--- config.mk ---
export PLATFORM = sky130hd
export DESIGN_NAME = cordic_issue_mux_flat
export DESIGN_NICKNAME = d
export VERILOG_FILES = /design/src/rtl/hcordic_pkg.sv /design/src/rtl/cordic_issue_mux_if.sv /design/src/rtl/cordic_issue_mux_issue_fifo.sv /design/src/rtl/cordic_issue_mux.sv /design/src/flat_wrapper.sv
export SDC_FILE = /design/constraint.sdc
export NUM_CORES = 1
export LEC_CHECK = 0
export ABC_AREA = 1
export BUFFER_PORTS_ARGS = -buffer_cell sky130_fd_sc_hd__buf_2
export CELL_PAD_IN_SITES_DETAIL_PLACEMENT = 1
export CELL_PAD_IN_SITES_GLOBAL_PLACEMENT = 1
export CORE_AREA = 3 3 311 313
export CTS_CLUSTER_DIAMETER = 30
export CTS_CLUSTER_SIZE = 28
export DETAILED_ROUTE_END_ITERATION = 10
export DIE_AREA = 0 0 314 316
export PLACE_DENSITY_LB_ADDON = 0.1
export SLEW_MARGIN = 20
export SYNTH_ARGS = -nofsm -noshare
export SYNTH_HDL_FRONTEND = slang
export SYNTH_SLANG_ARGS = --single-unit
--- constraint.sdc ---
create_clock -name clock -period 22.8 [get_ports clock]
set_input_delay 2.28 -clock clock [delete_from_list [all_inputs] [get_ports clock]]
set_output_delay 2.28 -clock clock [all_outputs]
set_load 0.01 [all_outputs]
--- src/rtl/hcordic_pkg.sv ---
// Shared HCORDIC types: word widths, mode encodings and the packed instruction word.
package hcordic_pkg;

  localparam int unsigned WIDTH  = 32;
  localparam int unsigned TAG_W  = 8;
  localparam int unsigned MODE_W = 2;

  // CORDIC coordinate system carried in the mode field
  localparam logic [MODE_W-1:0] MODE_LIN  = 2'b00;
  localparam logic [MODE_W-1:0] MODE_CIRC = 2'b01;
  localparam logic [MODE_W-1:0] MODE_HYP  = 2'b11;

  // Tag value that marks an empty issue slot
  localparam logic [TAG_W-1:0] BUBBLE_TAG = '0;

  // One instruction word as it travels through the pipeline
  typedef struct packed {
    logic [WIDTH-1:0]  x;
    logic [WIDTH-1:0]  y;
    logic [WIDTH-1:0]  z;
    logic [WIDTH-1:0]  k;
    logic [MODE_W-1:0] mode;
    logic              operation;
    logic              natlog;
    logic [TAG_W-1:0]  tag;
  } instr_t;

  // Issue-slot source chosen by the arbiter each cycle
  typedef enum logic [1:0] {
    SEL_IDLE = 2'b00,
    SEL_FB   = 2'b01,
    SEL_NEW  = 2'b10
  } sel_e;

endpackage

--- src/rtl/cordic_issue_mux_if.sv ---
// Bundle of the new-instruction, feedback, issue and retire signals of the issue mux.
interface cordic_issue_mux_if #(
  parameter int unsigned WIDTH = hcordic_pkg::WIDTH,
  parameter int unsigned TAG_W = hcordic_pkg::TAG_W
);

  // New instruction side
  logic [WIDTH-1:0]              x_in, y_in, z_in, k_in;
  logic [hcordic_pkg::MODE_W-1:0] mode_in;
  logic                          operation_in;
  logic                          NatLogFlag_in;
  logic [TAG_W-1:0]              InsTag_in;
  logic                          in_valid;
  logic                          in_ready;

  // Feedback from the iteration stage
  logic [WIDTH-1:0]              x_fb, y_fb, z_fb, k_fb;
  logic [hcordic_pkg::MODE_W-1:0] mode_fb;
  logic                          operation_fb;
  logic                          NatLogFlag_fb;
  logic [TAG_W-1:0]              InsTag_fb;
  logic                          fb_valid;
  logic                          fb_done;

  // Issue towards the FSM stage
  logic [WIDTH-1:0]              xout_Mux, yout_Mux, zout_Mux, kout_Mux;
  logic [hcordic_pkg::MODE_W-1:0] modeout_Mux;
  logic                          operationout_Mux;
  logic                          NatLogFlagout_Mux;
  logic [TAG_W-1:0]              InsTagMuxOut;
  logic                          validout_Mux;

  // Retired results
  logic [WIDTH-1:0]              xres, yres, zres, kres;
  logic [TAG_W-1:0]              InsTagRes;
  logic                          res_valid;

  // Issue mux side
  modport slave (
    input  x_in, y_in, z_in, k_in, mode_in, operation_in, NatLogFlag_in, InsTag_in, in_valid,
    output in_ready,
    input  x_fb, y_fb, z_fb, k_fb, mode_fb, operation_fb, NatLogFlag_fb, InsTag_fb,
    input  fb_valid, fb_done,
    output xout_Mux, yout_Mux, zout_Mux, kout_Mux, modeout_Mux, operationout_Mux,
    output NatLogFlagout_Mux, InsTagMuxOut, validout_Mux,
    output xres, yres, zres, kres, InsTagRes, res_valid
  );

  // Surrounding pipeline side
  modport master (
    output x_in, y_in, z_in, k_in, mode_in, operation_in, NatLogFlag_in, InsTag_in, in_valid,
    input  in_ready,
    output x_fb, y_fb, z_fb, k_fb, mode_fb, operation_fb, NatLogFlag_fb, InsTag_fb,
    output fb_valid, fb_done,
    input  xout_Mux, yout_Mux, zout_Mux, kout_Mux, modeout_Mux, operationout_Mux,
    input  NatLogFlagout_Mux, InsTagMuxOut, validout_Mux,
    input  xres, yres, zres, kres, InsTagRes, res_valid
  );

endinterface

--- src/rtl/cordic_issue_mux_issue_fifo.sv ---
// Small synchronous FIFO of instruction words; head is visible combinationally.
module issue_fifo
  import hcordic_pkg::*;
#(
  parameter int unsigned DEPTH = 4
) (
  input  logic   clock,
  input  logic   reset,
  input  logic   push,
  input  instr_t wdata,
  input  logic   pop,
  output instr_t rdata_c,
  output logic   empty_c,
  output logic   can_push
);

  localparam int unsigned PTR_W = $clog2(DEPTH);
  localparam int unsigned CNT_W = $clog2(DEPTH + 1);
  localparam logic [CNT_W-1:0] FULL_CNT = CNT_W'(DEPTH);

  instr_t           mem [DEPTH];
  logic [PTR_W-1:0] wr_ptr;
  logic [PTR_W-1:0] rd_ptr;
  logic [CNT_W-1:0] count;
  logic [CNT_W-1:0] count_nxt_c;
  logic             do_push_c;
  logic             do_pop_c;

  // Qualify requests and derive the next occupancy
  always_comb begin
    do_push_c   = push & can_push;
    do_pop_c    = pop & (count != '0);
    count_nxt_c = count;
    if (do_push_c && !do_pop_c) begin
      count_nxt_c = count + CNT_W'(1);
    end else if (!do_push_c && do_pop_c) begin
      count_nxt_c = count - CNT_W'(1);
    end
  end

  assign empty_c = (count == '0);
  assign rdata_c = mem[rd_ptr];

  // Pointers, occupancy and the registered not-full flag; pointers wrap on power-of-two depth
  always_ff @(posedge clock or posedge reset) begin
    if (reset) begin
      wr_ptr   <= '0;
      rd_ptr   <= '0;
      count    <= '0;
      can_push <= 1'b0;
    end else begin
      if (do_push_c) begin
        wr_ptr <= wr_ptr + PTR_W'(1);
      end
      if (do_pop_c) begin
        rd_ptr <= rd_ptr + PTR_W'(1);
      end
      count    <= count_nxt_c;
      can_push <= (count_nxt_c != FULL_CNT);
    end
  end

  // Storage array; contents are don't-care until written
  always_ff @(posedge clock) begin
    if (do_push_c) begin
      mem[wr_ptr] <= wdata;
    end
  end

endmodule

--- src/rtl/cordic_issue_mux.sv ---
// HCORDIC issue stage: buffers new instructions, gives recirculating words priority,
// issues one word per cycle and retires converged feedback words to the result port.
module cordic_issue_mux #(
  parameter int unsigned WIDTH = hcordic_pkg::WIDTH,
  parameter int unsigned TAG_W = hcordic_pkg::TAG_W,
  parameter int unsigned DEPTH = 4
) (
  input logic               clock,
  input logic               reset,
  cordic_issue_mux_if.slave bus
);

  import hcordic_pkg::instr_t;
  import hcordic_pkg::sel_e;
  import hcordic_pkg::SEL_IDLE;
  import hcordic_pkg::SEL_FB;
  import hcordic_pkg::SEL_NEW;
  import hcordic_pkg::BUBBLE_TAG;

  instr_t new_word_c;
  instr_t fb_word_c;
  instr_t head_c;
  logic   fifo_empty_c;
  logic   fifo_can_push;
  logic   push_c;
  logic   pop_c;
  logic   retire_c;
  sel_e   sel_c;

  instr_t issue_q;
  logic   issue_valid_q;
  instr_t res_q;
  logic   res_valid_q;

  // Pack both incoming word sources
  always_comb begin
    new_word_c           = '0;
    new_word_c.x         = bus.x_in[WIDTH-1:0];
    new_word_c.y         = bus.y_in[WIDTH-1:0];
    new_word_c.z         = bus.z_in[WIDTH-1:0];
    new_word_c.k         = bus.k_in[WIDTH-1:0];
    new_word_c.mode      = bus.mode_in;
    new_word_c.operation = bus.operation_in;
    new_word_c.natlog    = bus.NatLogFlag_in;
    new_word_c.tag       = bus.InsTag_in[TAG_W-1:0];

    fb_word_c            = '0;
    fb_word_c.x          = bus.x_fb[WIDTH-1:0];
    fb_word_c.y          = bus.y_fb[WIDTH-1:0];
    fb_word_c.z          = bus.z_fb[WIDTH-1:0];
    fb_word_c.k          = bus.k_fb[WIDTH-1:0];
    fb_word_c.mode       = bus.mode_fb;
    fb_word_c.operation  = bus.operation_fb;
    fb_word_c.natlog     = bus.NatLogFlag_fb;
    fb_word_c.tag        = bus.InsTag_fb[TAG_W-1:0];
  end

  // Arbitration: live feedback cannot stall, so it always takes the slot
  always_comb begin
    sel_c    = SEL_IDLE;
    retire_c = bus.fb_valid & bus.fb_done;
    if (bus.fb_valid && !bus.fb_done) begin
      sel_c = SEL_FB;
    end else if (!fifo_empty_c) begin
      sel_c = SEL_NEW;
    end
    pop_c  = (sel_c == SEL_NEW);
    push_c = bus.in_valid & fifo_can_push;
  end

  issue_fifo #(
    .DEPTH(DEPTH)
  ) u_issue_fifo (
    .clock   (clock),
    .reset   (reset),
    .push    (push_c),
    .wdata   (new_word_c),
    .pop     (pop_c),
    .rdata_c (head_c),
    .empty_c (fifo_empty_c),
    .can_push(fifo_can_push)
  );

  // Issue register; a bubble clears valid and tag but keeps the last data
  always_ff @(posedge clock or posedge reset) begin
    if (reset) begin
      issue_q       <= '0;
      issue_valid_q <= 1'b0;
    end else begin
      case (sel_c)
        SEL_FB: begin
          issue_q       <= fb_word_c;
          issue_valid_q <= 1'b1;
        end
        SEL_NEW: begin
          issue_q       <= head_c;
          issue_valid_q <= 1'b1;
        end
        default: begin
          issue_q.tag   <= BUBBLE_TAG;
          issue_valid_q <= 1'b0;
        end
      endcase
    end
  end

  // Retire register; res_valid pulses for one cycle per converged word
  always_ff @(posedge clock or posedge reset) begin
    if (reset) begin
      res_q       <= '0;
      res_valid_q <= 1'b0;
    end else begin
      res_valid_q <= retire_c;
      if (retire_c) begin
        res_q <= fb_word_c;
      end
    end
  end

  assign bus.in_ready          = fifo_can_push;
  assign bus.xout_Mux          = issue_q.x;
  assign bus.yout_Mux          = issue_q.y;
  assign bus.zout_Mux          = issue_q.z;
  assign bus.kout_Mux          = issue_q.k;
  assign bus.modeout_Mux       = issue_q.mode;
  assign bus.operationout_Mux  = issue_q.operation;
  assign bus.NatLogFlagout_Mux = issue_q.natlog;
  assign bus.InsTagMuxOut      = issue_q.tag;
  assign bus.validout_Mux      = issue_valid_q;
  assign bus.xres              = res_q.x;
  assign bus.yres              = res_q.y;
  assign bus.zres              = res_q.z;
  assign bus.kres              = res_q.k;
  assign bus.InsTagRes         = res_q.tag;
  assign bus.res_valid         = res_valid_q;

endmodule

--- src/flat_wrapper.sv ---
// flat-port wrapper written by rule: the top's interface ports become plain ports
module cordic_issue_mux_flat import hcordic_pkg::instr_t; import hcordic_pkg::sel_e; import hcordic_pkg::SEL_IDLE; import hcordic_pkg::SEL_FB; import hcordic_pkg::SEL_NEW; import hcordic_pkg::BUBBLE_TAG;
#(
  parameter int unsigned WIDTH = hcordic_pkg::WIDTH,
  parameter int unsigned TAG_W = hcordic_pkg::TAG_W,
  parameter int unsigned DEPTH = 4
)
  (clock, reset, bus_x_in, bus_y_in, bus_z_in, bus_k_in, bus_mode_in, bus_operation_in, bus_NatLogFlag_in, bus_InsTag_in, bus_in_valid, bus_in_ready, bus_x_fb, bus_y_fb, bus_z_fb, bus_k_fb, bus_mode_fb, bus_operation_fb, bus_NatLogFlag_fb, bus_InsTag_fb, bus_fb_valid, bus_fb_done, bus_xout_Mux, bus_yout_Mux, bus_zout_Mux, bus_kout_Mux, bus_modeout_Mux, bus_operationout_Mux, bus_NatLogFlagout_Mux, bus_InsTagMuxOut, bus_validout_Mux, bus_xres, bus_yres, bus_zres, bus_kres, bus_InsTagRes, bus_res_valid);
  cordic_issue_mux_if #(.WIDTH(WIDTH), .TAG_W(TAG_W)) bus_i ();
  input logic clock;
  input logic reset;
  input wire logic [$bits(bus_i.x_in)-1:0] bus_x_in;
  input wire logic [$bits(bus_i.y_in)-1:0] bus_y_in;
  input wire logic [$bits(bus_i.z_in)-1:0] bus_z_in;
  input wire logic [$bits(bus_i.k_in)-1:0] bus_k_in;
  input wire logic [$bits(bus_i.mode_in)-1:0] bus_mode_in;
  input wire logic [$bits(bus_i.operation_in)-1:0] bus_operation_in;
  input wire logic [$bits(bus_i.NatLogFlag_in)-1:0] bus_NatLogFlag_in;
  input wire logic [$bits(bus_i.InsTag_in)-1:0] bus_InsTag_in;
  input wire logic [$bits(bus_i.in_valid)-1:0] bus_in_valid;
  output wire logic [$bits(bus_i.in_ready)-1:0] bus_in_ready;
  input wire logic [$bits(bus_i.x_fb)-1:0] bus_x_fb;
  input wire logic [$bits(bus_i.y_fb)-1:0] bus_y_fb;
  input wire logic [$bits(bus_i.z_fb)-1:0] bus_z_fb;
  input wire logic [$bits(bus_i.k_fb)-1:0] bus_k_fb;
  input wire logic [$bits(bus_i.mode_fb)-1:0] bus_mode_fb;
  input wire logic [$bits(bus_i.operation_fb)-1:0] bus_operation_fb;
  input wire logic [$bits(bus_i.NatLogFlag_fb)-1:0] bus_NatLogFlag_fb;
  input wire logic [$bits(bus_i.InsTag_fb)-1:0] bus_InsTag_fb;
  input wire logic [$bits(bus_i.fb_valid)-1:0] bus_fb_valid;
  input wire logic [$bits(bus_i.fb_done)-1:0] bus_fb_done;
  output wire logic [$bits(bus_i.xout_Mux)-1:0] bus_xout_Mux;
  output wire logic [$bits(bus_i.yout_Mux)-1:0] bus_yout_Mux;
  output wire logic [$bits(bus_i.zout_Mux)-1:0] bus_zout_Mux;
  output wire logic [$bits(bus_i.kout_Mux)-1:0] bus_kout_Mux;
  output wire logic [$bits(bus_i.modeout_Mux)-1:0] bus_modeout_Mux;
  output wire logic [$bits(bus_i.operationout_Mux)-1:0] bus_operationout_Mux;
  output wire logic [$bits(bus_i.NatLogFlagout_Mux)-1:0] bus_NatLogFlagout_Mux;
  output wire logic [$bits(bus_i.InsTagMuxOut)-1:0] bus_InsTagMuxOut;
  output wire logic [$bits(bus_i.validout_Mux)-1:0] bus_validout_Mux;
  output wire logic [$bits(bus_i.xres)-1:0] bus_xres;
  output wire logic [$bits(bus_i.yres)-1:0] bus_yres;
  output wire logic [$bits(bus_i.zres)-1:0] bus_zres;
  output wire logic [$bits(bus_i.kres)-1:0] bus_kres;
  output wire logic [$bits(bus_i.InsTagRes)-1:0] bus_InsTagRes;
  output wire logic [$bits(bus_i.res_valid)-1:0] bus_res_valid;
  assign bus_i.x_in = bus_x_in;
  assign bus_i.y_in = bus_y_in;
  assign bus_i.z_in = bus_z_in;
  assign bus_i.k_in = bus_k_in;
  assign bus_i.mode_in = bus_mode_in;
  assign bus_i.operation_in = bus_operation_in;
  assign bus_i.NatLogFlag_in = bus_NatLogFlag_in;
  assign bus_i.InsTag_in = bus_InsTag_in;
  assign bus_i.in_valid = bus_in_valid;
  assign bus_in_ready = bus_i.in_ready;
  assign bus_i.x_fb = bus_x_fb;
  assign bus_i.y_fb = bus_y_fb;
  assign bus_i.z_fb = bus_z_fb;
  assign bus_i.k_fb = bus_k_fb;
  assign bus_i.mode_fb = bus_mode_fb;
  assign bus_i.operation_fb = bus_operation_fb;
  assign bus_i.NatLogFlag_fb = bus_NatLogFlag_fb;
  assign bus_i.InsTag_fb = bus_InsTag_fb;
  assign bus_i.fb_valid = bus_fb_valid;
  assign bus_i.fb_done = bus_fb_done;
  assign bus_xout_Mux = bus_i.xout_Mux;
  assign bus_yout_Mux = bus_i.yout_Mux;
  assign bus_zout_Mux = bus_i.zout_Mux;
  assign bus_kout_Mux = bus_i.kout_Mux;
  assign bus_modeout_Mux = bus_i.modeout_Mux;
  assign bus_operationout_Mux = bus_i.operationout_Mux;
  assign bus_NatLogFlagout_Mux = bus_i.NatLogFlagout_Mux;
  assign bus_InsTagMuxOut = bus_i.InsTagMuxOut;
  assign bus_validout_Mux = bus_i.validout_Mux;
  assign bus_xres = bus_i.xres;
  assign bus_yres = bus_i.yres;
  assign bus_zres = bus_i.zres;
  assign bus_kres = bus_i.kres;
  assign bus_InsTagRes = bus_i.InsTagRes;
  assign bus_res_valid = bus_i.res_valid;
  cordic_issue_mux #(.WIDTH(WIDTH), .TAG_W(TAG_W), .DEPTH(DEPTH)) u_core (.clock(clock), .reset(reset), .bus(bus_i));
endmodule
==> impl_metrics.tcl <==
set metrics [dict create \
    vias 24600 \
    end_kind "register" \
    seq_area_um2 24000 \
    worstMarginPinSlew_ps 1100 \
    r2r_cells 4 \
    total_power_uw 6430 \
    die_y_um 316 \
    grt_pass1_vias 26900 \
    synth-compound-area-share_pct 6.82 \
    final.setup_skew_ps 32.1 \
    comb_power_share_pct 23.9 \
    synth-seq-cells 846 \
    hp-class "register to register" \
    pin_count 564 \
    finalHoldViolations 0 \
    r2r_start "u_core.u_issue_fifo.can_push" \
    cts_resized 0 \
    p_seq_share_pct 33.7 \
    period_share_pct 21.7 \
    h-tree-depth 4 \
    area_growth_pct 32.0 \
    yosys.area_share.xor_xnor_pct 0.0801 \
    wl_um 109000 \
    place_congestion 0.785 \
    status "finished clean" \
    p_leak_uw 0.0179 \
    endpoint "u_core.u_issue_fifo.mem[2][74]" \
    synth_top_family_by_area "simple AND/OR/NAND/NOR gates" \
    r2r_end "u_core.u_issue_fifo.mem[2][74]" \
    post_cts_buffers 0 \
    rrSetupSlack_ps 19100 \
    wl_per_cell_um 22.5 \
    tritoncts "done" \
    hold_ws_ps 469 \
    antenna_left 0 \
    clock_latency_ps 770 \
    drive_gt1_share_pct 26.2 \
    firstDrtPassIters 5 \
    cts-buffers-inserted 197 \
    numClockSinks 846 \
    switching_share_pct 33.0 \
    syn_inst 2777 \
    die_w_um 314 \
    slew_headroom_pct 26.8 \
    final_nets 3654 \
    start_util_pct 34.7 \
    synthAdderAreaFrac_pct 0.267 \
    dieArea_um2 99200 \
    clkPwrFrac_pct 42.4 \
    cp-start-kind "input port" \
    vias_per_cell 5.09 \
    fin_crit_ps 4940 \
    drc_errors 0 \
    setup.worst_path.class "input port to register" \
    drtIter0Drc 1546 \
    startpoint "bus_in_valid" \
    path_max_fanout 59 \
    slew_viol_final 0 \
    yosysSeqAreaShare_pct 73.1 \
    fmax_mhz 203 \
    syn_nets 3069 \
    antenna_found_initial 48 \
    cts_root_buffer "clkbuf_16" \
    grt_max_degree 110 \
    grt_pass1_wl_um 163000 \
    p_per_area_nw_per_um2 148 \
    p_sw_uw 2120 \
    clkSlewWorstSetupHoldPaths_ps 40 \
    multi_input_area_um2 7910 \
    cp.required_ps 23160 \
    syn_avg_cell_area_um2 11.8 \
    p_int_uw 4310 \
    pre_cts_slack_ps 16950 \
    synth-simple-area-share_pct 16.7 \
    fin_setup_tns_ps 0 \
    rows 113 \
    cp.arrival_ps 5300 \
    yosysUniqueCellTypes 22 \
    synth.area.mux_share_pct 0 \
    coreArea_um2 94600 \
    cts_hold_buf 0 \
    finalSetupViolations 0 \
    nFillCells 10100 \
    final.setup.worst_slack_ps 17860 \
    grt.overflow.total 0 \
    grtUsageTotal_pct 21.6 \
    yosysWarnings 0 \
    dp_hpwl_um 66100 \
    cts_buffer_depth 3 \
    rsz0062_at_grt "no" \
    peakVddDrop_v 0.0000582 \
    drv_cap 0 \
    io_buffers 563 \
    synth_area_um2 32800 \
]
[sequential cells by signal, summed over array words and instances, names as in the netlist, 2 cells and up]
name,flops
u_core.u_issue_fifo.count,3
u_core.bus.xout_Mux,32
u_core.bus.kres,32
u_core.bus.InsTagMuxOut,8
u_core.bus.InsTagRes,8
u_core.bus.yres,32
u_core.bus.yout_Mux,32
u_core.bus.modeout_Mux,2
u_core.u_issue_fifo.mem,560
u_core.bus.xres,32
u_core.bus.zout_Mux,32
u_core.bus.zres,32
u_core.u_issue_fifo.wr_ptr,2
u_core.u_issue_fifo.rd_ptr,2
u_core.bus.kout_Mux,32
[placed cells by master (no fill, tap or decap), types with 3 or more instances in the layout]
cell type | netlist | routed
bufinv_16 | 0 | 18
nand4_1 | 132 | 132
dfrtp_1 | 286 | 284
xor2_1 | 3 | 3
inv_4 | 0 | 5
clkinv_1 | 0 | 13
buf_2 | 51 | 562
clkbuf_1 | 146 | 46
clkinv_4 | 0 | 6
o22ai_1 | 132 | 132
clkinvlp_4 | 0 | 15
o21ai_0 | 279 | 279
clkbuf_8 | 0 | 16
clkinv_2 | 0 | 44
edfxtp_1 | 560 | 560
nor2_1 | 271 | 267
clkbuf_16 | 0 | 199
clkinv_8 | 0 | 7
diode_2 | 0 | 22
nor2_4 | 0 | 4
nand3_1 | 295 | 295
inv_6 | 0 | 7
ha_1 | 7 | 6
buf_4 | 7 | 31
inv_1 | 22 | 19
nand2_1 | 570 | 570
[synthesized netlist by cell type]
| library cell | n | area share, % |
|---|---|---|
| buf_6 | 3 | 0.10 |
| nand3_1 | 295 | 4.5 |
| o21ai_1 | 2 | 0.031 |
| o22ai_1 | 132 | 2.5 |
| xor2_1 | 3 | 0.080 |
| nor2_1 | 271 | 3.1 |
| buf_1 | 2 | 0.023 |
| edfxtp_1 | 560 | 51 |
| nand2_1 | 570 | 6.5 |
| inv_2 | 4 | 0.046 |
| o21ai_0 | 279 | 4.3 |
| clkbuf_1 | 146 | 1.7 |
| ha_1 | 7 | 0.27 |
| nand2_2 | 2 | 0.038 |
| a21oi_1 | 1 | 0.015 |
| buf_2 | 51 | 0.78 |
| inv_1 | 22 | 0.25 |
| buf_4 | 7 | 0.16 |
| nand4_1 | 132 | 2.5 |
| nand2_4 | 1 | 0.034 |
| nor2_2 | 1 | 0.019 |
| dfrtp_1 | 286 | 22 |
[kinds of logic (layout without fill, tap and decap cells)]
family / Yosys count / count (layout)
other: 0 / 22
buffers and inverters: 235 / 995
AO/OA/AOI/OAI: 414 / 414
flip-flops: 846 / 846
AND/OR/NAND/NOR: 1272 / 1272
XOR/XNOR: 3 / 3
adder cells (fa/ha/maj): 7 / 7
[per-stage QoR]
step / utilization [%] / instance area [um^2] / instances
final: 45.8 / 43300 / 4824
after global routing: 45.8 / 43300 / 4812
after CTS: 45.7 / 43300 / 4802
after global placement: 38.8 / 36700 / 4428
after floorplan: - / 32800 / 2777
after detailed placement: 38.8 / 36700 / 4428
[worst min path at each step]
stage	from	to	slack, ps	cells past startpoint
2_1_floorplan	u_core.bus.kres[0]	u_core.bus.kres[0]	520	2
3_3_place_gp	u_core.bus.yres[12]	u_core.bus.yres[12]	460	2
3_5_place_dp	u_core.bus.kres[18]	u_core.bus.kres[18]	460	2
4_1_cts	u_core.bus.yres[5]	u_core.bus.yres[5]	470	2
5_1_grt	u_core.bus.xres[13]	u_core.bus.xres[13]	490	2
6_report	u_core.bus.yres[5]	u_core.bus.yres[5]	470	2
[layer usage]
layer	part of all wire [%]	track usage, %
met1	41	26.2
met2	50	37.0
met3	6.0	5.85
met4	2.5	8.32
met5	0.19	0
[worst max-delay path: stages]
cell and delay (ps):
buf_2 90, nand2_1 300, nor2_4 790, buf_4 910, buf_4 820
[power by group through the flow]
stage	combinational [uW]	clock [uW]	sequential [uW]
6_report	1540	2720	2170
5_1_grt	1730	2870	2200
4_1_cts	1590	2780	2170
3_5_place_dp	1580	0	2190
3_3_place_gp	1530	0	2170
2_1_floorplan	846	0	2270
[cell type report]
class | instances | share of cell area [%]
inverters | 26 | 0.289
multi-input cells | 1696 | 18.2
flip-flops and latches | 846 | 55.4
diodes | 22 | 0.127
clock inverters | 113 | 2.84
clock buffers | 261 | 12.4
well taps | 1265 | 3.65
repair buffers | 595 | 7.08
No activity file was read; power rests on OpenSTA's default activity.
